### src/rtl/pq_candidate_arbiter.sv
// Round-robin arbiter sharing the pq candidate FIFO between the P and Q searches.
// Rejects even candidates, and Q candidates that repeat the last value given to P.
module pq_candidate_arbiter #(
  parameter int DATA_W    = 128,
  parameter int CNT_W     = 16,
  parameter int REJ_LIMIT = 8
) (
  input  logic              aclk,
  input  logic              aresetn,
  input  logic [DATA_W-1:0] pq_fifo_dout,
  input  logic              pq_fifo_empty,
  output logic              pq_fifo_rd_en,
  input  logic [1:0]        req,
  output logic [1:0]        gnt,
  output logic [1:0]        out_valid,
  output logic [DATA_W-1:0] out_data,
  output logic              busy,
  output logic [CNT_W-1:0]  drop_cnt,
  output logic              rej_err
);

  typedef enum logic [2:0] {S_IDLE, S_RD, S_WAIT, S_CHK, S_DLV} state_t;

  localparam logic [CNT_W-1:0] REJ_LIM = CNT_W'(REJ_LIMIT);
  localparam logic [CNT_W-1:0] CNT_MAX = '1;

  state_t              state_q, state_d;
  logic [1:0]          gnt_q, gnt_d;
  logic                rr_q, rr_d;
  logic [DATA_W-1:0]   cand_q, cand_d;
  logic [DATA_W-1:0]   out_data_q, out_data_d;
  logic [DATA_W-1:0]   last_p_q, last_p_d;
  logic                last_p_vld_q, last_p_vld_d;
  logic [CNT_W-1:0]    drop_cnt_q, drop_cnt_d;
  logic [CNT_W-1:0]    run_q, run_d;
  logic                rej_err_q, rej_err_d;

  logic                owner;
  logic                grant_held;
  logic                pick_idx;
  logic                reject;
  logic [CNT_W-1:0]    drop_inc;
  logic [CNT_W-1:0]    run_inc;

  // Owner index is the high bit of the one-hot grant: 0 = P, 1 = Q.
  assign owner      = gnt_q[1];
  assign grant_held = |gnt_q;
  assign pick_idx   = req[rr_q] ? rr_q : ~rr_q;
  assign reject     = ~cand_q[0] | (owner & last_p_vld_q & (cand_q == last_p_q));
  assign drop_inc   = (drop_cnt_q == CNT_MAX) ? drop_cnt_q : drop_cnt_q + CNT_W'(1);
  assign run_inc    = (run_q == CNT_MAX) ? run_q : run_q + CNT_W'(1);

  always_comb begin
    // NOTE: every signal driven here gets a default first so no path leaves it unassigned (no latches).
    state_d       = state_q;
    gnt_d         = gnt_q;
    rr_d          = rr_q;
    cand_d        = cand_q;
    out_data_d    = out_data_q;
    last_p_d      = last_p_q;
    last_p_vld_d  = last_p_vld_q;
    drop_cnt_d    = drop_cnt_q;
    run_d         = run_q;
    rej_err_d     = rej_err_q;
    pq_fifo_rd_en = 1'b0;
    out_valid     = 2'b00;

    unique case (state_q)
      S_IDLE: begin
        if (!grant_held) begin
          if (|req) begin
            gnt_d = pick_idx ? 2'b10 : 2'b01;
            if (!pq_fifo_empty) state_d = S_RD;
          end
        end else if (!req[owner]) begin
          gnt_d = 2'b00;
        end else if (!pq_fifo_empty) begin
          state_d = S_RD;
        end
      end
      S_RD: begin
        // Guarding on empty here keeps the strobe legal even if the flag moves under us.
        if (!pq_fifo_empty) begin
          pq_fifo_rd_en = 1'b1;
          state_d       = S_WAIT;
        end
      end
      S_WAIT: begin
        cand_d  = pq_fifo_dout;
        state_d = S_CHK;
      end
      S_CHK: begin
        if (!req[owner]) begin
          drop_cnt_d = drop_inc;
          gnt_d      = 2'b00;
          state_d    = S_IDLE;
        end else if (reject) begin
          drop_cnt_d = drop_inc;
          run_d      = run_inc;
          if (run_inc >= REJ_LIM) rej_err_d = 1'b1;
          state_d    = S_IDLE;
        end else begin
          run_d      = '0;
          out_data_d = cand_q;
          state_d    = S_DLV;
        end
      end
      S_DLV: begin
        out_valid = owner ? 2'b10 : 2'b01;
        if (!owner) begin
          last_p_d     = cand_q;
          last_p_vld_d = 1'b1;
        end
        rr_d    = ~owner;
        gnt_d   = 2'b00;
        state_d = S_IDLE;
      end
      default: state_d = S_IDLE;
    endcase
  end

  always_ff @(posedge aclk or negedge aresetn) begin
    if (!aresetn) begin
      state_q      <= S_IDLE;
      gnt_q        <= 2'b00;
      rr_q         <= 1'b0;
      cand_q       <= '0;
      out_data_q   <= '0;
      last_p_q     <= '0;
      last_p_vld_q <= 1'b0;
      drop_cnt_q   <= '0;
      run_q        <= '0;
      rej_err_q    <= 1'b0;
    end else begin
      // NOTE: non-blocking assignments so every flop samples the pre-edge value of the others.
      state_q      <= state_d;
      gnt_q        <= gnt_d;
      rr_q         <= rr_d;
      cand_q       <= cand_d;
      out_data_q   <= out_data_d;
      last_p_q     <= last_p_d;
      last_p_vld_q <= last_p_vld_d;
      drop_cnt_q   <= drop_cnt_d;
      run_q        <= run_d;
      rej_err_q    <= rej_err_d;
    end
  end

  assign gnt      = gnt_q;
  assign out_data = out_data_q;
  assign busy     = (state_q != S_IDLE) | grant_held;
  assign drop_cnt = drop_cnt_q;
  assign rej_err  = rej_err_q;

endmodule
### config.mk
export PLATFORM = sky130hd
export DESIGN_NAME = pq_candidate_arbiter
export DESIGN_NICKNAME = d
export VERILOG_FILES = /design/src/rtl/pq_candidate_arbiter.sv
export SDC_FILE = /design/constraint.sdc
export NUM_CORES = 1
export LEC_CHECK = 0
export ABC_AREA = 1
export ABC_CLOCK_PERIOD_IN_PS = 2700
export CORE_AREA = 3 3 190 192
export CTS_CLUSTER_DIAMETER = 200
export DETAILED_ROUTE_END_ITERATION = 16
export DIE_AREA = 0 0 193 195
export HOLD_SLACK_MARGIN = 0.15
export PLACE_DENSITY_LB_ADDON = 0.05
export REMOVE_ABC_BUFFERS = 1
export SLEW_MARGIN = 25
export SYNTH_ARGS = -nofsm -noshare
export SYNTH_HDL_FRONTEND = slang
export SYNTH_SLANG_ARGS = --single-unit
### constraint.sdc
create_clock -name aclk -period 2.7 [get_ports aclk]
set_input_delay 0.81 -clock aclk [delete_from_list [all_inputs] [get_ports aclk]]
set_output_delay 0.81 -clock aclk [all_outputs]
set_load 0.02 [all_outputs]
# After elaboration in Yosys (flattened, before gate mapping)

Cells that the tools add are included.

Bits in registers: 424
Bits of input ports: 133
Output and inout bits: 151
Logic and storage cells: 73

Add/subtract/negate cells: 2
Magnitude comparators: 3
Equality and inequality tests: 11
Mux-type cells: 27
Bitwise gates (word level): 8
Reductions and logical operators: 12

Operators by type and width:

| cell                                                               | count |
|---|---|
| == test 128 bit                                                    | 1 |
| two-way mux 16 bit                                                 | 5 |
| adder 16 x 1 -> 16 bit, second input constant                      | 2 |
| == test 16 bit, second input constant                              | 2 |
| two-way mux 3 bit                                                  | 7 |
| greater-or-equal comparator 16 x 4 -> 1 bit, second input constant | 1 |
| two-way mux 2 bit                                                  | 6 |
| case mux 3 bit (4 select lines)                                    | 1 |
| AND reduction 2 bit                                                | 4 |
| two-way mux 1 bit                                                  | 7 |
| == test 3 x 2 -> 1 bit, second input constant                      | 2 |
| != test 3 bit, second input constant                               | 2 |
| case mux 2 bit (3 select lines)                                    | 1 |
| AND reduction 3 bit                                                | 2 |
| nonzero test 3 bit                                                 | 2 |
| < comparator 1 x 2 -> 1 bit, second input constant                 | 2 |
| != test 2 bit, second input constant                               | 2 |
| inverter 1 bit                                                     | 4 |
| AND reduction 4 bit                                                | 1 |
| OR reduction 2 bit                                                 | 2 |
| == test 3 x 1 -> 1 bit, second input constant                      | 1 |
| == test 3 bit, second input constant                               | 1 |
| logical NOT 3 bit                                                  | 1 |
| bitwise AND 1 bit                                                  | 2 |
| bitwise OR 1 bit                                                   | 2 |

# Depth between registers and ports, before layout

Depth after elaboration: 7
Mapped depth: 17
Gate-level depth less buffers: 15

# Worst setup path before layout

No wires, ideal clock.

Path type: register to output
Start: register state_q[1]
End: output out_valid[0]
Arrival time: 1.485 ns
Data required time: 1.890 ns
Slack: 0.405 ns
Stages on the path, launching flop included: 8
Path buffers: 4
Cells stage by stage: dfrtp_1 clkbuf_1 nor2_1 nand2_1 nor2_1 buf_2 clkbuf_1 buf_2

Cells in the longest elaborated chain, start to end: 2

RTL lines:

| element                | line | source |
|---|---|---|
| from (decl)            | 27   | `state_t state_q, state_d;` |
| from (signal assigned) | 136  | `state_q <= state_d;` |
| == test 3 bit          | 68   | `unique case (state_q)` |
| two-way mux 2 bit      | 68   |  |
| to (decl)              | 15   | `output logic [1:0] out_valid,` |

Every way passes these cells.

# Worst setup path in the final report

Start: register state_q[2]
End: output busy

Cells in the longest elaborated chain, start to end: 2

RTL lines:

| element            | line | source |
|---|---|---|
| nonzero test 3 bit | 151  | `assign busy = (state_q != S_IDLE) \| grant_held;` |
| bitwise OR 1 bit   | 151  |  |
| to (decl)          | 17   | `output logic busy,` |

Every way passes these cells.

==> results by group <==
Status
  – Outcome: completed

Logic synthesis
  – Share of the synthesized area in the top cell type: 0.573
  – Gate Count Post-Synth: 2,162
  – Mapped cell area: around 19,000 um2
  – Yosys reg bits: 424
  – Post-synth cell types: 31
  – Warnings from Yosys: 0
  – Seq/Total Area, Yosys: 0.573
  – Count leader, synth: nand2_1
  – Ys flop type: dfrtp_1
  – Area leader, netlist: dfrtp_1
  – Top post-synthesis cells by area: dfrtp_1, nand2_1, inv_1, o21ai_0, nor2_1
  – Post-synth EDFFs: 0
  – Post-synth top cells: nand2_1, dfrtp_1, inv_1
  – Mean Syn Cell Area: roughly 8.6 um2
  – Asr flop ratio synth: 1.00

Place
  – Post-DP HPWL: 30,500 um
  – Pre-CTS WS: -63.0 ps
  – Final Wtd Congestion: 0.850
  – IO Port Bufs: 283

Pwr
  – Sw Ratio: 0.368
  – NetSw: 10.0 mW
  – Lkg Pwr: 11.4 nW
  – Logic pwr share: 0.368
  – PwrDens: 1160 nW/um2
  – Part of the power in the clock network: 0.221
  – Int Pwr: about 17 mW
  – Reg power frac: 0.411
  – Maximum vdd drop: 672 uV

Global route
  – Largest net degree at the start of global routing: 140
  – First-pass GRT wire length: around 73,000 um
  – Total congestion overflow: 0
  – Vias in the first global route: 14,800
  – Initial antenna violation count: 7
  – Global-route usage over all layers: 0.239

Finish
  – Fraction of layout cells with a size suffix above 1: 0.0726
  – Fin util: 0.679
  – Area delta synth->final: 26.8%
  – Layout Nets: 2,584

Die
  – I/O Pins: 284
  – Area of the die: 37,600 um2
  – Floorplan row count: 68
  – Die Ht: between 150 and 200 um
  – Initial Util: 0.536
  – Core Footprint: around 35,000 um2
  – DIE WIDTH: about 190 um

Drt
  – Avg WL per Cell: ~15 um
  – Via count: 14,700
  – DRC errors left: 0
  – Via-to-Cell Ratio: 5.02
  – DRT Pass-1 Iters: 5
  – Routed WL: 44,400 um
  – Post-route ant nets: 0
  – Initial DRC Count: 780

CTS
  – CTS H-tree lvls: 2
  – Worst-Skew Late Latency: 540 ps
  – Setup bufs post-CTS: 0
  – CTS root buf: clkbuf_16
  – Maximum clock path buffer count: 3
  – Clk slew on worst S/H paths: roughly 60 ps
  – Clk sink count: 424
  – TritonCTS clock tree: yes
  – CTS Hold Bufs: 0
  – CTS Buf Count: 45

Timing
  – Worst Slack Setup Final: 135 ps
  – Max Fclk: 0.390 GHz
  – Tcrit/Tclk final: 0.950
  – Worst Skew: 14.2 ps
  – Unrepaired setup endpoints after global routing: no
  – Final Setup Violations: 0
  – Post-layout min period: between 2000 and 3000 ps
  – Actual slew at the worst max-slew pin: 699 ps
  – Final hold vios: 0
  – Hold WS: 196 ps
  – Fin. max-slew vios: 0
  – Slew headroom: 0.534

Critical path
  – Worst Path Max Fanout: 3
  – Critical path's largest stage delay: 420 ps
  – WP data required: 1890 ps
  – CP startpoint kind: register
  – WP data arrival: 1750 ps
  – Critical-path top delay cell: dfrtp_1
  – Setup crit end kind: primary output
  – Worst R2R Path Depth: 14
  – Crit Path Category: reg -> out
  – CP cell instances: nor2_2 -> inv_1 -> nor2_1 -> nand2_1 -> dlygate4sd2_1

Worst hold path
  – Hold Path Class: in -> async

Job
  – Max Cap Viol: 0
[registers in the layout (all words and copies together), names as in the netlist]
register      flops
cand_q          128
drop_cnt         16
gnt               2
last_p_q        128
last_p_vld_q      1
out_data        128
rej_err           1
rr_q              1
run_q            16
state_q           3
[area by class of cell]
class                   instances  area, um2
well taps                     455        569
clock inverters                13        151
multi-input cells            1420       6610
inverters                     231        867
clock buffers                  64       1290
repair buffers                327       3370
flip-flops and latches        424      10600
fillers                      2892      11100
diodes                          2       5.00
[layout by cell type, fill, tap and decap left out, types with 4 or more instances in the layout]
master / instances
nand3_1: 54
o21ai_1: 75
clkinv_1: 4
xnor2_1: 47
nor2_1: 168
inv_2: 18
buf_4: 26
clkbuf_1: 11
clkinv_2: 9
xor2_1: 19
inv_1: 209
clkbuf_8: 7
clkdlybuf4s50_1: 278
nor3_1: 12
a21oi_1: 93
o21ai_0: 147
clkbuf_16: 46
nand4_1: 17
nand2_1: 722
buf_12: 17
nor4_1: 4
mux2_2: 40
nand3b_1: 4
dfrtp_1: 424
[kinds of logic (layout without fill, tap and decap cells)]
logic type	after synthesis	count (layout)	share of synthesized area
muxes	41	41	0.0249
and+or+nand+nor	991	991	0.211
AOI/OAI and AO/OA	320	320	0.0871
DFF	424	424	0.573
other	0	2	0
adders and majority gates	2	2	0.00135
buffers and inverters	318	635	0.0716
xor gates and xnor gates	66	66	0.0312
[path summary, 6_finish.rpt]
path | startpoint | endpoint | slack, ps
hold / removal | aresetn | cand_q[122]$_DFFE_PN0N_ | 200
setup / recovery | state_q[2]$_DFFE_PN0P_ | busy | 140
setup reg to reg | cand_q[106]$_DFFE_PN0N_ | out_data[0]$_DFFE_PN0P_ | 230
min in group aclk | last_p_vld_q$_DFFE_PN0P_ | last_p_vld_q$_DFFE_PN0P_ | 450
max in group asynchronous | aresetn | last_p_q[72]$_DFFE_PN0P_ | 1740
hold reg to reg | last_p_vld_q$_DFFE_PN0P_ | last_p_vld_q$_DFFE_PN0P_ | 450
[layer usage]
metal | track usage | vias to the layer above | part of all wire
met4 | 0.0619 | 10 | 0.021
li1 | - | 7328 | -
met5 | 0 | - | 0.0014
met3 | 0.0458 | 74 | 0.055
met2 | 0.394 | 309 | 0.48
met1 | 0.326 | 7007 | 0.44
[worst max-delay path: cells and delay by family, from the launching register on]
family                 cells  cell delay, ps
buffers and inverters      2             390
DFF                        1             420
and+or+nand+nor            3             420
[metrics by stage]
stage	cell area [um2]	setup TNS (ps)	instances	power (mW)
finish	23500	0	2936	27.2
global route	23500	0	2936	29.3
CTS	23500	-21.5	2934	27.5
detailed placement	22000	-63.0	2857	21.3
global placement	22000	-86.5	2857	21.0
floorplan	18100	-1145730	2075	17.1
[repair_timing]
item                       in CTS  in global routing
gates resized for setup         6                  5
setup endpoints to repair       4                 36
pin swaps                       0                  1
[power groups by stage]
stage	clock network [mW]	logic [mW]	registers [mW]
final	6.02	10.0	11.2
after global routing	6.44	11.3	11.6
after CTS	6.17	10.2	11.2
after detailed placement	0	10.1	11.2
after global placement	0	9.88	11.1
after floorplan	0	5.21	11.9
(Power assumes the default switching activity.)
